$ cat config.mk
export PLATFORM = sky130hd
export DESIGN_NAME = rptr_empty_ctrl
export DESIGN_NICKNAME = d
export VERILOG_FILES = /design/src/rtl/rptr_empty_ctrl.sv
export SDC_FILE = /design/constraint.sdc
export NUM_CORES = 1
export LEC_CHECK = 0
export ABC_AREA = 0
export BUFFER_PORTS_ARGS = -buffer_cell sky130_fd_sc_hd__buf_4
export CORE_MARGIN = 2
export CORE_UTILIZATION = 49
export CTS_BUF_LIST = sky130_fd_sc_hd__clkbuf_4 sky130_fd_sc_hd__clkbuf_8
export DETAILED_ROUTE_END_ITERATION = 8
export PLACE_DENSITY_LB_ADDON = 0.08
export RECOVER_POWER = 25
export SYNTH_ARGS = -nofsm -noshare
export SYNTH_HDL_FRONTEND = slang
export SYNTH_SLANG_ARGS = --single-unit
$ cat constraint.sdc
create_clock -name r_clk -period 3.2 [get_ports r_clk]
set_input_delay 0.16 -clock r_clk [delete_from_list [all_inputs] [get_ports r_clk]]
set_output_delay 0.16 -clock r_clk [all_outputs]
set_load 0.005 [all_outputs]
$ cat src/rtl/rptr_empty_ctrl.sv
// Read-side pointer and status controller for the dual-clock FIFO.
// Keeps binary/Gray read pointers and registered empty, almost-empty, level and underflow status.
module rptr_empty_ctrl #(
   parameter int ADDR_WIDTH    = 9,
   parameter int AEMPTY_THRESH = 4
) (
   input  logic                  r_clk,
   input  logic                  rrst,
   input  logic                  r_en,
   input  logic                  err_clr,
   input  logic [ADDR_WIDTH:0]   wptr_gray_sync,
   output logic [ADDR_WIDTH-1:0] raddr,
   output logic [ADDR_WIDTH:0]   rptr_gray,
   output logic                  r_ack,
   output logic                  f_empty,
   output logic                  f_aempty,
   output logic [ADDR_WIDTH:0]   rd_level,
   output logic                  underflow
);

   localparam logic [ADDR_WIDTH:0] AEMPTY_LVL = (ADDR_WIDTH + 1)'(AEMPTY_THRESH);

   logic [ADDR_WIDTH:0] rptr_bin;
   logic [ADDR_WIDTH:0] rbin_next;
   logic [ADDR_WIDTH:0] rgray_next;
   logic [ADDR_WIDTH:0] wbin_sync;
   logic [ADDR_WIDTH:0] level_next;

   assign r_ack = r_en && !f_empty;
   assign raddr = rptr_bin[ADDR_WIDTH-1:0];

   // Next pointer and level; the level folds in this cycle's accepted read so it never over-reports
   always_comb begin
      rbin_next  = rptr_bin + {{ADDR_WIDTH{1'b0}}, r_ack};
      rgray_next = (rbin_next >> 1) ^ rbin_next;
      wbin_sync  = '0;
      for (int i = 0; i <= ADDR_WIDTH; i++) begin
         wbin_sync[i] = ^(wptr_gray_sync >> i);
      end
      level_next = wbin_sync - rbin_next;
   end

   always_ff @(posedge r_clk or posedge rrst) begin
      if (rrst) begin
         rptr_bin  <= '0;
         rptr_gray <= '0;
         f_empty   <= 1'b1;
         f_aempty  <= 1'b1;
         rd_level  <= '0;
         underflow <= 1'b0;
      end else begin
         rptr_bin  <= rbin_next;
         rptr_gray <= rgray_next;
         f_empty   <= (rgray_next == wptr_gray_sync);
         f_aempty  <= (level_next <= AEMPTY_LVL);
         rd_level  <= level_next;
         // Setting takes priority so a read-while-empty in the clearing cycle is not lost
         if (r_en && f_empty) begin
            underflow <= 1'b1;
         end else if (err_clr) begin
            underflow <= 1'b0;
         end
      end
   end

endmodule

==> results.toml <==
[detailed_routing]
ant_nets = 0
viasPerCell = 4.77
vias = 1397
wl_per_cell_um = 13.3
dr.first_iter.drc_count = 22
drt_wl_total_mm = 3.88
drc = 0
firstDrtPassIters = 4

[layout]
area_growth_pct = 43.2
multi_input_area_sq_mm = 0.00101
final_nets = 266
instances_no_fill = 293
seq_area_sq_um = 803
diodes = 0
drive_above_1_share_pct = 42.0
n_fill_cell = 267

[die]
rows = 22
die_y_um = 64.7
boundaryPins = 47
dieWidth_um = 64.7
core_sq_mm = 0.00361
start_util_pct = 50.1
dieArea_sq_mm = 0.00419

[synthesis]
synth_cells = 164
synth.cell_area_sq_mm = 0.00181
ys_warn_count = 0
synth.area.top_cells = "dfrtp_1 42%, xnor2_1 14%, xor2_1 8.7%"
synth.distinct_cells = 38
synthTopCellsByCount = "30 x dfrtp_1, 28 x xnor2_1, 18 x xor2_1"
yosysSeqAreaShare_pct = 44.5
async_flop_share_pct = 100
synth_ff_type = "dfrtp_1"
yosysMostFrequentCell = "dfrtp_1"
synth-seq-cells = 32
synth_top_cell_area_share_pct = 41.6
syn_area_per_cell_sq_um = 11.0
syn_nets = 186
synth_edf_count = 0
yosysTopAreaCell = "dfrtp_1"

[critical_path]
critPathKind = "in2reg"
timing.rr.start = "f_empty$_DFF_PP1_"
crit_buf_inv = 2
path_delay_family = "XOR/XNOR gates"
worstPathCellList = "buf_6, xor3_2, xnor3_2, xor2_4, xor2_2, xnor2_1, ha_2, inv_2, fa_2, a221oi_4, o31ai_4, or3_1, o211ai_1, xor2_1, nor4_2"
critPathSlowestCell = "xor3_2"
critical_path_required_ps = 3390
crit_start = "wptr_gray_sync[7]"
cp.depth = 15
rr_worst_depth = 14
cp-end-kind = "register"
arrival_ps = 3460
cp-endpoint = "f_aempty$_DFF_PP1_"
worstSetupStartpointType = "input pin"
cpPeakStageDelay_ps = 390
reg2reg_setup_slack_ps = 60
crit_fanout = 4
rr_endpoint = "f_aempty$_DFF_PP1_"

[power_and_ir_drop]
p_int_mw = 1.65
p_comb_share_pct = 64.2
p_clk_share_pct = 11.4
p_per_area_mw_per_mm2 = 1050
swShare_pct = 39.0
p_switching_mw = 1.06
seqPwrFrac_pct = 24.3
p_leak_nw = 1.22
peakVddDrop_mv = 0.934
finalPower_mw = 2.71

[clock_network]
cts_max_path_buffers = 2
clock_sinks = 32
cts_inserted_buffers = 5
cts_root_buffer = "clkbuf_8"
worstSkewPairLatency_ps = 280
clk_pin_slew_ps = 60
htree_levels = 2
cts_tree = "done"

[global_route]
grt.total_usage_pct = 20.9
grt_max_degree = 33
grt_pass1_vias = 1414
antenna_found_initial = 0
grt_first_pass_wirelength_mm = 6.42
grt-ovfl-total = 0

[sta]
final.period_utilization_pct = 102
skew_ps = 2.39
finalSetupViolations = 1
relSlewSlack_pct = -8.15
drv_slew = 33
tns_ps = -65.3
worst_pin_slew_ps = 1620
fin_crit_ps = 3270
finalHoldViolCount = 0
fmax_mhz = 306
hold_slack_ps = 67.5
rsz0062_at_grt = "yes"
postLayoutSetupSlackWorst_ps = -65.3

[place]
portBuffers = 46
post-place-cells = 282
place_congestion = 0.815
post-place-ws_ps = -423
dp_hpwl_mm = 2.98

[job]
maxCapViolCount = 1

[outcome]
status = "finished with violations"
violations = "capacitance limit, slew limit, setup timing"

[worst_hold_path]
hold_path_class = "in2reg"
## power groups by stage
stage	combinational (mW)	sequential [mW]	clock, mW
3_5_place_dp	1.64	0.659	0
3_3_place_gp	1.62	0.654	0
6_report	1.74	0.659	0.310
4_1_cts	1.70	0.656	0.324
2_1_floorplan	0.958	0.669	0
5_1_grt	1.93	0.675	0.341
## worst register-to-register path: cells and delay by family (launching register included)
kind                       cells  cell delay (ps)
adders and majority gates      3              760
AOI/OAI and AO/OA              5              930
buffers and inverters          1               60
xor gates and xnor gates       2              310
DFF                            1              540
and+or+nand+nor                3              450
## timing repair
action                                  CTS  global route
pin swaps                                 1             8
endpoints found under the setup margin    1             3
hold buffers                              1             0
buffers inserted                          0             2
gates cloned                              0             0
endpoints found under the hold margin    30             0
resized for setup                         3            10
## routing by layer
| layer | track usage, % | vias to the layer above | wire length (um) |
|---|---|---|---|
| met4 | 8.78 | 0 | 60 |
| met1 | 25.8 | 642 | 1700 |
| met5 | 0 | - | 0 |
| met2 | 33.9 | 43 | 1910 |
| met3 | 6.60 | 6 | 215 |
| li1 | - | 706 | - |
## metrics by stage
stage	util [%]	instance area (sq um)
floorplan	-	1820
finish	71.7	2590
CTS	70.4	2540
global placement	66.8	2410
detailed placement	66.8	2410
global route	71.7	2590
## state kept, by name, indices dropped and copies added (netlist names)
signal and cells:
underflow 1, f_empty 1, rptr_bin 10, rptr_gray 9, f_aempty 1, rd_level 10
## how the worst min path moves through the flow
stage,from,endpoint,cells after the start
final,err_clr,underflow$_DFFE_PP0P_,2
after global routing,err_clr,underflow$_DFFE_PP0P_,2
after global placement,rrst,underflow$_DFFE_PP0P_,3
after detailed placement,rrst,underflow$_DFFE_PP0P_,3
after floorplan,rrst,rd_level[0]$_DFF_PP0_,1
after CTS,err_clr,underflow$_DFFE_PP0P_,2
## layout by cell type, fill, tap and decap left out, drive strengths merged, types with 2 or more instances in the layout
master  instances
buf            70
dfrtp          30
xnor2          28
xor2           18
inv            15
nor2           13
clkbuf          8
ha              7
nand3           6
nand2           6
o21ai           6
a21oi           3
nor4            3
clkinv          3
nand4           2
nand3b          2
dfstp           2
o211ai          2
o31ai           2
a221oi          2
## logic make-up after synthesis
family / Yosys count / synth area share [%]
DFF: 32 / 44.5
xor gates and xnor gates: 48 / 25.0
and+or+nand+nor: 40 / 11.6
AOI/OAI and AO/OA: 19 / 9.08
buffers and inverters: 16 / 3.33
adders and majority gates: 9 / 6.51
## cell type report
class / count / area share [%]
Multi-Input combinational cell: 116 / 39.1
Inverter: 16 / 2.32
Clock buffer: 6 / 3.19
Tap cell: 48 / 2.32
Timing Repair Buffer: 73 / 21.6
Clock inverter: 2 / 0.387
Sequential cell: 32 / 31.1
(Power assumes the default switching activity.)
